### src/rtl/nec_ir_pkg.sv
// Shared types and timing constants for the NEC IR transmitter.
// Durations are in NEC units (562.5 us each).
package nec_ir_pkg;

    typedef enum logic [2:0] {
        IDLE,
        HDR_MARK,
        HDR_SPACE,
        REP_SPACE,
        BIT_MARK,
        BIT_SPACE,
        STOP_MARK,
        GAP
    } state_t;

    localparam int unsigned UNIT_CNT_W  = 5;
    localparam int unsigned FRAME_CNT_W = 8;
    localparam int unsigned BIT_IDX_W   = 5;
    localparam int unsigned WORD_W      = 32;

    localparam int unsigned HDR_MARK_U   = 16;
    localparam int unsigned HDR_SPACE_U  = 8;
    localparam int unsigned REP_SPACE_U  = 4;
    localparam int unsigned BIT_MARK_U   = 1;
    localparam int unsigned ZERO_SPACE_U = 1;
    localparam int unsigned ONE_SPACE_U  = 3;
    localparam int unsigned STOP_U       = 1;

    // Length in units of a timed state; 0 for untimed states (IDLE, GAP).
    function automatic logic [UNIT_CNT_W-1:0] state_units(input state_t s, input logic bit_val);
        logic [UNIT_CNT_W-1:0] u;
        u = '0;
        case (s)
            HDR_MARK:  u = UNIT_CNT_W'(HDR_MARK_U);
            HDR_SPACE: u = UNIT_CNT_W'(HDR_SPACE_U);
            REP_SPACE: u = UNIT_CNT_W'(REP_SPACE_U);
            BIT_MARK:  u = UNIT_CNT_W'(BIT_MARK_U);
            BIT_SPACE: u = bit_val ? UNIT_CNT_W'(ONE_SPACE_U) : UNIT_CNT_W'(ZERO_SPACE_U);
            STOP_MARK: u = UNIT_CNT_W'(STOP_U);
            default:   u = '0;
        endcase
        return u;
    endfunction

    // States during which the LED is driven (carrier on).
    function automatic logic is_mark(input state_t s);
        return (s == HDR_MARK) || (s == BIT_MARK) || (s == STOP_MARK);
    endfunction

endpackage

### src/rtl/nec_carrier_gen.sv
// Carrier phase generator.
//   clk, rst_n : clock, async active-low reset
//   restart    : forces the phase to 0 for the coming cycle (mark entry)
//   en         : advances the phase for the coming cycle
//   carrier    : carrier level for the coming cycle (combinational, meant
//                to be registered by the caller alongside the envelope)
module nec_carrier_gen
    import nec_ir_pkg::*;
#(
    parameter int unsigned CARRIER_DIV  = 1316,
    parameter int unsigned CARRIER_HIGH = 438
) (
    input  logic clk,
    input  logic rst_n,
    input  logic restart,
    input  logic en,
    output logic carrier
);

    localparam int unsigned CNT_W = (CARRIER_DIV > 1) ? $clog2(CARRIER_DIV) : 1;

    logic [CNT_W-1:0] cnt_q;
    logic [CNT_W-1:0] cnt_d;

    // Phase of the next output cycle; wraps at CARRIER_DIV-1.
    always_comb begin
        cnt_d = cnt_q;
        if (restart) begin
            cnt_d = '0;
        end else if (en) begin
            cnt_d = (cnt_q == CNT_W'(CARRIER_DIV - 1)) ? '0 : cnt_q + CNT_W'(1);
        end
    end

    assign carrier = (cnt_d < CNT_W'(CARRIER_HIGH));

    always_ff @(posedge clk or negedge rst_n) begin
        if (!rst_n) begin
            cnt_q <= '0;
        end else begin
            cnt_q <= cnt_d;
        end
    end

endmodule

### src/rtl/nec_ir_tx.sv
// NEC infrared transmitter: accepts an address/command pair or a repeat
// request over valid/ready and sends it as a carrier-modulated NEC frame.
//   clk, rst_n    : clock, async active-low reset
//   valid/ready   : request handshake, ready only while idle
//   address       : NEC address byte
//   command       : NEC command byte
//   repeat_code   : send a repeat frame instead of data
//   ir_tx         : modulated LED drive (polarity set by TX_ACTIVE_HIGH)
//   ir_env        : unmodulated envelope, 1 during marks
//   busy          : frame or inter-frame gap in progress
module nec_ir_tx
    import nec_ir_pkg::*;
#(
    parameter int unsigned UNIT_CLKS      = 28125,
    parameter int unsigned CARRIER_DIV    = 1316,
    parameter int unsigned CARRIER_HIGH   = 438,
    parameter int unsigned PERIOD_UNITS   = 192,
    parameter bit          TX_ACTIVE_HIGH = 1'b1
) (
    input  logic       clk,
    input  logic       rst_n,
    input  logic       valid,
    output logic       ready,
    input  logic [7:0] address,
    input  logic [7:0] command,
    input  logic       repeat_code,
    output logic       ir_tx,
    output logic       ir_env,
    output logic       busy
);

    localparam int unsigned UNIT_CLK_W = $clog2(UNIT_CLKS);
    localparam logic        TX_IDLE    = !TX_ACTIVE_HIGH;

    state_t                  state_q, state_d;
    logic [UNIT_CLK_W-1:0]   clk_cnt_q, clk_cnt_d;
    logic [UNIT_CNT_W-1:0]   unit_cnt_q, unit_cnt_d;
    logic [FRAME_CNT_W-1:0]  frame_cnt_q, frame_cnt_d;
    logic [BIT_IDX_W-1:0]    bit_idx_q, bit_idx_d;
    logic [WORD_W-1:0]       shift_q, shift_d;
    logic                    rep_q, rep_d;
    logic                    ready_q, busy_q, ir_env_q, ir_tx_q;

    logic [UNIT_CNT_W-1:0]   dur_c;
    logic                    unit_tick_c;
    logic                    last_unit_c;
    logic                    gap_done_c;
    logic                    mark_d;
    logic                    mark_entry_c;
    logic                    carrier;
    logic                    tx_on_c;

    // Next-state and counter logic.
    always_comb begin
        state_d     = state_q;
        clk_cnt_d   = clk_cnt_q;
        unit_cnt_d  = unit_cnt_q;
        frame_cnt_d = frame_cnt_q;
        bit_idx_d   = bit_idx_q;
        shift_d     = shift_q;
        rep_d       = rep_q;

        dur_c       = state_units(state_q, shift_q[0]);
        unit_tick_c = (clk_cnt_q == UNIT_CLK_W'(UNIT_CLKS - 1));
        last_unit_c = unit_tick_c && (unit_cnt_q == dur_c - UNIT_CNT_W'(1));
        // Leave GAP one clock early: the IDLE cycle in which the next request
        // is accepted completes the PERIOD_UNITS header-to-header spacing.
        gap_done_c  = (frame_cnt_q == FRAME_CNT_W'(PERIOD_UNITS - 1)) &&
                      (clk_cnt_q == UNIT_CLK_W'(UNIT_CLKS - 2));

        if (state_q != IDLE) begin
            clk_cnt_d = unit_tick_c ? '0 : clk_cnt_q + UNIT_CLK_W'(1);
            if (unit_tick_c) begin
                unit_cnt_d = last_unit_c ? '0 : unit_cnt_q + UNIT_CNT_W'(1);
                if (frame_cnt_q != FRAME_CNT_W'(PERIOD_UNITS)) begin
                    frame_cnt_d = frame_cnt_q + FRAME_CNT_W'(1);
                end
            end
        end

        case (state_q)
            IDLE: begin
                if (valid) begin
                    state_d     = HDR_MARK;
                    shift_d     = {~command, command, ~address, address};
                    rep_d       = repeat_code;
                    clk_cnt_d   = '0;
                    unit_cnt_d  = '0;
                    frame_cnt_d = '0;
                    bit_idx_d   = '0;
                end
            end
            HDR_MARK: begin
                if (last_unit_c) state_d = rep_q ? REP_SPACE : HDR_SPACE;
            end
            HDR_SPACE: begin
                if (last_unit_c) begin
                    state_d   = BIT_MARK;
                    bit_idx_d = '0;
                end
            end
            REP_SPACE: begin
                if (last_unit_c) state_d = STOP_MARK;
            end
            BIT_MARK: begin
                if (last_unit_c) state_d = BIT_SPACE;
            end
            BIT_SPACE: begin
                if (last_unit_c) begin
                    shift_d   = {1'b0, shift_q[WORD_W-1:1]};
                    bit_idx_d = bit_idx_q + BIT_IDX_W'(1);
                    state_d   = (bit_idx_q == BIT_IDX_W'(WORD_W - 1)) ? STOP_MARK : BIT_MARK;
                end
            end
            STOP_MARK: begin
                if (last_unit_c) state_d = GAP;
            end
            GAP: begin
                unit_cnt_d = '0;
                if (gap_done_c) begin
                    state_d     = IDLE;
                    clk_cnt_d   = '0;
                    frame_cnt_d = '0;
                end
            end
            default: state_d = IDLE;
        endcase
    end

    // Carrier restarts on every entry into a mark so each mark opens high.
    assign mark_d       = is_mark(state_d);
    assign mark_entry_c = mark_d && !is_mark(state_q);

    nec_carrier_gen #(
        .CARRIER_DIV  (CARRIER_DIV),
        .CARRIER_HIGH (CARRIER_HIGH)
    ) u_carrier (
        .clk     (clk),
        .rst_n   (rst_n),
        .restart (mark_entry_c),
        .en      (mark_d),
        .carrier (carrier)
    );

    assign tx_on_c = carrier & mark_d;

    always_ff @(posedge clk or negedge rst_n) begin
        if (!rst_n) begin
            state_q     <= IDLE;
            clk_cnt_q   <= '0;
            unit_cnt_q  <= '0;
            frame_cnt_q <= '0;
            bit_idx_q   <= '0;
            shift_q     <= '0;
            rep_q       <= 1'b0;
            ready_q     <= 1'b1;
            busy_q      <= 1'b0;
            ir_env_q    <= 1'b0;
            ir_tx_q     <= TX_IDLE;
        end else begin
            state_q     <= state_d;
            clk_cnt_q   <= clk_cnt_d;
            unit_cnt_q  <= unit_cnt_d;
            frame_cnt_q <= frame_cnt_d;
            bit_idx_q   <= bit_idx_d;
            shift_q     <= shift_d;
            rep_q       <= rep_d;
            ready_q     <= (state_d == IDLE);
            busy_q      <= (state_d != IDLE);
            ir_env_q    <= mark_d;
            ir_tx_q     <= TX_ACTIVE_HIGH ? tx_on_c : ~tx_on_c;
        end
    end

    assign ready  = ready_q;
    assign busy   = busy_q;
    assign ir_env = ir_env_q;
    assign ir_tx  = ir_tx_q;

endmodule

### config.mk
export PLATFORM = sky130hd
export DESIGN_NAME = nec_ir_tx
export DESIGN_NICKNAME = d
export VERILOG_FILES = /design/src/rtl/nec_ir_pkg.sv /design/src/rtl/nec_carrier_gen.sv /design/src/rtl/nec_ir_tx.sv
export SDC_FILE = /design/constraint.sdc
export NUM_CORES = 1
export LEC_CHECK = 0
export ABC_AREA = 1
export CAP_MARGIN = 20
export CORE_MARGIN = 3
export CORE_UTILIZATION = 61
export CTS_CLUSTER_SIZE = 28
export DETAILED_ROUTE_END_ITERATION = 10
export GPL_ROUTABILITY_DRIVEN = 0
export HOLD_SLACK_MARGIN = 0.05
export MAX_ROUTING_LAYER = met4
export PLACE_DENSITY = 0.92
export SETUP_SLACK_MARGIN = 0.1
export SLEW_MARGIN = 20
export SYNTH_ARGS = -nofsm -noshare
export SYNTH_HDL_FRONTEND = slang
export SYNTH_SLANG_ARGS = --single-unit
### constraint.sdc
create_clock -name clk -period 3.75 [get_ports clk]
set_input_delay 0.75 -clock clk [delete_from_list [all_inputs] [get_ports clk]]
set_output_delay 0.75 -clock clk [all_outputs]
set_load 0.05 [all_outputs]
==> summary.md, run 1 <==
| Metric | Value |
|---|---|
| Clk_skew | `about 0.012 ns` |
| RSZ-0062 raised after global routing | `no` |
| Leading area contributor after synthesis | `dfrtp_1` |
| Drt pass-1 iters | `6` |
| Slew headroom | `0.353` |
| Drt drc | `0` |
| CTS resizes | `0` |
| Row cnt | `31` |
| Pre-CTS setup slack | `0.443 ns` |
| Final net count | `roughly 700` |
| # diodes | `0` |
| Final worst path period share | `0.871` |
| Yosys reg bits | `84` |
| Fin cells | `773` |
| Fin. max-slew vios | `0` |
| # H-tree levels | `3` |
| Fill cells | `between 500 and 600` |
| Type of origin of the critical path | `flip-flop` |
| Avg Synthesized Cell Area | `7.47 µm²` |
| Largest net degree at the start of global routing | `between 80 and 90` |
| Top FF cell, synth | `dfrtp_1` |
| Root Driver | `clkbuf_8` |
| Most frequent cells in the layout | `nand2_1 (157), inv_1 (85), dfrtp_1 (83)` |
| Final min period | `3.26 ns` |
| Max Fclk | `306 MHz` |
| Number of global-route vias before repair | `about 4500` |
| Io pins | `24` |
| Status | `finished clean` |
| Tot GR Track Use | `0.282` |
| Final setup margin | `0.485 ns` |
| Setup violators final | `0` |
| Most common cell after layout, fill and taps aside | `nand2_1` |
| DIE HEIGHT | `95 µm` |
| Net Sw Frac | `0.433` |
| Global route overflow | `0` |
| TritonCTS clock tree | `built` |
| Die X-Extent | `~95 µm` |
| Post-synth EDFFs | `0` |
| CTS Buf Count | `9` |
| Clk sinks | `84` |
| Met3 usage | `0.0526` |
| Logic pwr share | `0.405` |
| Setup tns final | `0 ns` |
| Placed Cells | `757` |
| Post-layout util | `0.710` |
| Int Pwr | `around 1900 µW` |
| CTS Buffer Depth | `2` |
| Critical Path RT | `4.01 ns` |
| PwrDens | `617 mW/mm²` |
| Worst-Margin Slew | `0.964 ns` |
| Syn Nets | `676` |
| CORE AREA | `0.00749 mm²` |
| Crit path max-delay cell type | `dfrtp_1` |
| Hold Path Class | `in -> async` |
| Routed wire length per instance | `14.4 µm` |
| Port Buf Inserts | `23` |
| VDD IR max | `around 0.00043 V` |
| Share of cells above drive strength 1 | `0.0668` |
| Critical path data arrival time | `3.52 ns` |
| Seq pwr share | `0.421` |
| Vias | `4504` |
| M2 GR Usage | `0.459` |
| Syn Inst Count | `around 650` |
| Met1 usage | `0.347` |
| Net Sw Power | `roughly 1400 µW` |
| Mapped cell area | `0.00483 mm²` |
| Max Cap Viol | `0` |
| Post-route ant nets | `0` |
| Clock Pin Slew Worst Setup and Hold Paths | `0.09 ns` |
| Global-route wire length before repair | `19600 µm` |
| Layout overhead on the synthesized area | `10.0%` |
| Register area share after synthesis | `0.435` |
| # hold bufs at CTS | `0` |
| Final HPWL DP | `between 8000 and 9000 µm` |
| Initial core utilization | `0.645` |
| Largest stage delay on the critical path | `around 0.45 ns` |
| Die area | `about 0.009 mm²` |
| GRT busiest layer | `met2` |
| Vias per Instance | `5.83` |
| Initial antenna violation count | `0` |
| Yosys top cell area share | `0.430` |
| Clock Power Share | `0.174` |
| Static Leakage | `0.00260 µW` |
| Ys async rst share | `1.00` |
| Setup CP Type | `reg -> reg` |
| Yosys Warn Count | `0` |
| 1st-iter DRT viols | `390` |
| Worst setup EP type | `flip-flop` |
| Clk Latency, worst-skew pair | `0.36 ns` |
| Synth area leaders | `dfrtp_1 (43%), nand2_1 (12%), nand3_1 (7.5%)` |
| Critical Path Most Common Cell | `nand2_1` |
| Number of post-CTS setup repair buffers | `0` |
| Routed WL | `11200 µm` |
| Final hold violations | `0` |
| Crit path max fanout | `13` |
| Distinct cells, synth | `40` |
[power by group through the flow]
stage	clock network (µW)	registers (µW)	logic, µW
floorplan	0	1400	916
global placement	0	1370	1230
detailed placement	0	1380	1290
CTS	581	1370	1300
global route	627	1410	1500
finish	572	1380	1330
[final cells by class]
cell class | count | area (µm²) | share of cell area
multi-input combinational | 452 | 2300 | 0.433
sequential | 84 | 2100 | 0.396
inverter | 94 | 353 | 0.0664
timing repair buffer | 28 | 269 | 0.0506
clock buffer | 12 | 135 | 0.0254
tap | 99 | 124 | 0.0233
clock inverter | 4 | 32.5 | 0.00612
[state kept, by name, indices dropped and copies added (netlist names)]
register and count:
ready 1, frame_cnt_q 8, shift_q 32, bit_idx_q 5
u_carrier.cnt_q 11, clk_cnt_q 15, rep_q 1, busy 1
state_q 3, unit_cnt_q 5, ir_env 1, ir_tx 1
[critical path: cells and delay by family, from the launching register on]
family                     cells  cell delay, ns
adders and majority gates      1            0.30
buffers and inverters          5            0.39
DFF                            1            0.45
and+or+nand+nor               20            2.02
[routing by layer]
metal | up-vias | part of all wire
met5 | - | 0
met3 | 49 | 0.067
met2 | 205 | 0.49
li1 | 2151 | -
met1 | 2099 | 0.41
met4 | 0 | 0.032
[through the flow]
stage	hold slack [ns]	total power [µW]	area (µm²)
detailed placement	0.490	2670	5130
floorplan	0.448	2320	4830
global placement	0.464	2600	5130
CTS	0.509	3260	5300
finish	0.412	3280	5320
global route	0.464	3530	5320
[kinds of logic after synthesis]
family	Yosys count	share of synthesized area
muxes	2	0.00440
DFF	84	0.435
xor gates and xnor gates	16	0.0290
adders and majority gates	9	0.0233
AOI/OAI and AO/OA	85	0.102
buffers and inverters	111	0.0909
and+or+nand+nor	340	0.315
[path summary, 6_finish.rpt]
kind | startpoint | cells past startpoint | slack [ns] | end
setup reg to reg | state_q[2] | 26 | 0.49 | ir_tx
setup / recovery | state_q[2] | 26 | 0.49 | ir_tx
min in group clk | bit_idx_q[4] | 2 | 0.51 | bit_idx_q[4]
hold reg to reg | bit_idx_q[4] | 2 | 0.51 | bit_idx_q[4]
hold / removal | rst_n | 1 | 0.41 | clk_cnt_q[5]
max in group asynchronous | rst_n | 1 | 2.80 | busy
[Yosys cell counts, drive strengths merged (6+ instances only)]
cell type,count
xor2,16
nor2,64
nand4,10
clkbuf,11
o21ai,43
nor3,12
nand3,75
o211ai,16
ha,9
a21oi,11
inv,92
dfrtp,83
nand2,163
buf,6
nor4,7
a31oi,6
Power figures use the tool's default switching activity.
==> run 2: changes to the inputs <==
--- a/config.mk
+++ b/config.mk
@@ -14,9 +14,10 @@
 export GPL_ROUTABILITY_DRIVEN = 0
 export HOLD_SLACK_MARGIN = 0.05
 export MAX_ROUTING_LAYER = met4
-export PLACE_DENSITY = 0.92
+export PLACE_DENSITY = 0.91
 export SETUP_SLACK_MARGIN = 0.1
 export SLEW_MARGIN = 20
 export SYNTH_ARGS = -nofsm -noshare
 export SYNTH_HDL_FRONTEND = slang
+export SYNTH_HIERARCHICAL = 1
 export SYNTH_SLANG_ARGS = --single-unit
==> summary.md, run 2 <==
| Metric | Value |
|---|---|
| Status | `finished clean` |
| Max Cap Viol | `0 (unchanged)` |
| Die X-Extent | `97.8 µm (+2.9%)` |
| Final net count | `703 (+0.72%)` |
| Seq pwr share | `0.556 (+0.135)` |
| Clock Power Share | `0.410 (+0.236)` |
| Most frequent cells in the layout | `nand2_1 (130), inv_1 (85), dfrtp_1 (81)` |
| Syn Nets | `669 (-1.0%)` |
| Port Buf Inserts | `23 (unchanged)` |
| Max Fclk | `279 MHz (-9.0%)` |
| Int Pwr | `1250 µW (-33%)` |
| Root Driver | `clkbuf_8` |
| Slew headroom | `0.273 (-0.0805)` |
| Yosys top cell area share | `0.404 (-0.0255)` |
| Clock Pin Slew Worst Setup and Hold Paths | `0.09 ns (about the same)` |
| Routed wire length per instance | `14.7 µm (+1.6%)` |
| Row cnt | `32 (+3.2%)` |
| Worst-Margin Slew | `1.09 ns (+0.124 ns)` |
| Io pins | `24 (unchanged)` |
| Synth area leaders | `dfrtp_1 (40%), nand2_1 (10%), inv_1 (6.3%)` |
| Post-synth EDFFs | `0 (unchanged)` |
| Drt drc | `0 (unchanged)` |
| Vias | `4404 (-2.2%)` |
| Drt pass-1 iters | `5 (-1)` |
| Critical Path RT | `4.04 ns (+0.03 ns)` |
| Largest stage delay on the critical path | `0.47 ns (+0.02 ns)` |
| Final worst path period share | `0.957 (+0.0862)` |
| Most common cell after layout, fill and taps aside | `nand2_1` |
| Static Leakage | `0.00282 µW (+8.2%)` |
| Setup violators final | `0 (unchanged)` |
| Final setup margin | `0.162 ns (-0.323 ns)` |
| Yosys reg bits | `84 (unchanged)` |
| Leading area contributor after synthesis | `dfrtp_1` |
| Net Sw Power | `388 µW (-73%)` |
| TritonCTS clock tree | `built` |
| Syn Inst Count | `639 (-1.2%)` |
| Final min period | `3.59 ns (+0.323 ns)` |
| Yosys Warn Count | `6 (+6)` |
| PwrDens | `283 mW/mm² (-54%)` |
| Ys async rst share | `1.00 (unchanged)` |
| CTS Buffer Depth | `2 (unchanged)` |
| Type of origin of the critical path | `flip-flop` |
| Final HPWL DP | `7610 µm (-6.0%)` |
| Cell with the most instances after synthesis | `nand2_1` |
| Post-layout util | `0.723 (+0.0128)` |
| Initial antenna violation count | `0 (unchanged)` |
| # H-tree levels | `3 (unchanged)` |
| # diodes | `0 (unchanged)` |
| Reg with most FFs | `shift_q` |
| CTS Buf Count | `9 (unchanged)` |
| Global route overflow | `0 (unchanged)` |
| CORE AREA | `0.00797 mm² (+6.4%)` |
| Most instantiated cells after synthesis | `nand2_1 (137), inv_1 (86), dfrtp_1 (83)` |
| 1st-iter DRT viols | `345 (-12%)` |
| Distinct cells, synth | `52 (+30%)` |
| Worst setup EP type | `flip-flop` |
| Share of cells above drive strength 1 | `0.223 (+0.156)` |
| Tot GR Track Use | `0.241 (-0.0412)` |
| Routed WL | `11400 µm (+2.5%)` |
| Number of global-route vias before repair | `4276 (-5.4%)` |
| Mapped cell area | `0.00514 mm² (+6.3%)` |
| Clk sinks | `84 (unchanged)` |
| Crit path max-delay cell type | `dfrtp_2` |
| Clk Latency, worst-skew pair | `0.37 ns (about the same)` |
| Pre-CTS setup slack | `0.155 ns (-0.288 ns)` |
| VDD IR max | `0.000261 V (-40%)` |
| Avg Synthesized Cell Area | `8.04 µm² (+7.6%)` |
| Hold Path Class | `in -> async` |
| Logic pwr share | `0.034 (-0.371)` |
| Worst path bufs/invs | `4 (-1)` |
| Setup slack, reg-to-reg | `0.16 ns (-0.32 ns)` |
| Largest net degree at the start of global routing | `85 (unchanged)` |
| Crit path max fanout | `7 (-6)` |
| Initial core utilization | `0.645 (-0.000709)` |
| Final hold violations | `0 (unchanged)` |
| Global-route wire length before repair | `18600 µm (-4.9%)` |
| DIE HEIGHT | `97.8 µm (+2.9%)` |
| Die area | `0.00956 mm² (+5.9%)` |
| Net Sw Frac | `0.237 (-0.196)` |
| Critical path data arrival time | `3.88 ns (+0.36 ns)` |
| Clk_skew | `0.0163 ns (+0.00458 ns)` |
| Register area share after synthesis | `0.409 (-0.0259)` |
| Post-route ant nets | `0 (unchanged)` |
| Fin. max-slew vios | `0 (unchanged)` |
| Vias per Instance | `5.65 (-3.1%)` |
| Largest register FFs | `32 (unchanged)` |
| Top Registers | `shift_q x32, clk_cnt_q x15, u_carrier/cnt_q x11` |
| Layout overhead on the synthesized area | `12.1%` |
| Setup CP Type | `reg -> reg` |
| CP delay by family, top | `simple AND/OR/NAND/NOR gates` |
| Top FF cell, synth | `dfrtp_1` |
run 2: cell count changes after synthesis, sizes merged, moves of 4 or more:
cell | previous run | this run
nand3 | 75 | 38
inv | 92 | 97
o21ai | 43 | 75
nor2 | 64 | 75
a21oi | 11 | 15
o211ai | 16 | 2
or2 | 3 | 8
nor4 | 7 | 1
xor2 | 16 | 12
buf | 6 | 11
clkbuf | 11 | 3
run 2: worst reg2reg max path, delay by kind of cell, from the launching register on:
| kind | cells | cell delay (ns) |
|---|---|---|
| flops | 1 | 0.47 |
| fa+ha+maj | 1 | 0.25 |
| compound gates | 1 | 0.12 |
| buf+inv | 4 | 0.31 |
| simple gates | 20 | 2.34 |
run 2: worst paths after layout:
check                                 start             to  cells after the start
min in group clk                shift_q[27]    shift_q[27]                      2
worst min register to register  shift_q[27]    shift_q[27]                      2
worst min-delay path                  rst_n  unit_cnt_q[2]                      1
worst max register to register   state_q[1]          ir_tx                     26
max in group asynchronous             rst_n     state_q[0]                      1
worst max-delay path             state_q[1]          ir_tx                     26
run 2: kinds of logic (layout without fill, tap and decap cells):
kind of cell             count (synthesis)  after routing  share of synthesized area
flip-flops                              84             84                      0.409
XOR/XNOR                                15             15                     0.0270
adder cells (fa/ha/maj)                 10             10                     0.0244
AND/OR/NAND/NOR                        311            311                      0.308
multiplexers                             1              1                    0.00219
buffers and inverters                  111            150                      0.100
AO/OA/AOI/OAI                          107            107                      0.128
run 2: stage by stage:
step / power (µW) / cell area (µm²) / hold WS [ns] / std cells / TNS, ns
floorplan: 940 / 5140 / 0.450 / 639 / 0
global placement: 981 / 5370 / 0.463 / 753 / 0
detailed placement: 982 / 5370 / 0.467 / 753 / 0
CTS: 1640 / 5580 / 0.494 / 769 / 0
global route: 1690 / 5760 / 0.486 / 780 / -0.0728
finish: 1630 / 5760 / 0.412 / 780 / 0
run 2: area by class of cell:
class / instances / area (µm²)
fillers: 575 / 2210
repair buffers: 37 / 337
well taps: 102 / 128
multi-input cells: 444 / 2620
inverters: 97 / 374
flip-flops and latches: 84 / 2110
clock buffers: 10 / 128
clock inverters: 6 / 73.8
run 2: what timing repair did:
| action | in CTS | in global routing |
|---|---|---|
| endpoints found under the hold margin | 0 | 0 |
| resized for setup | 1 | 29 |
| pin swaps | 0 | 20 |
| hold buffers | 0 | 0 |
| setup endpoints to repair | 1 | 1 |
| setup buffers | 0 | 11 |
run 2: metal layers:
metal	vias to the layer above	global-route usage	routed length (µm)
met5	-	-	0
met1	2114	0.297	4740
li1	2111	-	-
met3	33	0.0343	569
met2	146	0.393	5800
met4	0	0.113	331
run 2: power groups by stage:
stage / logic, µW / clock network [µW] / registers, µW
3_3_place_gp: 55.8 / 0 / 925
6_report: 56.0 / 670 / 907
4_1_cts: 57.0 / 676 / 907
3_5_place_dp: 56.5 / 0 / 925
5_1_grt: 63.7 / 718 / 907
2_1_floorplan: 14.8 / 0 / 925
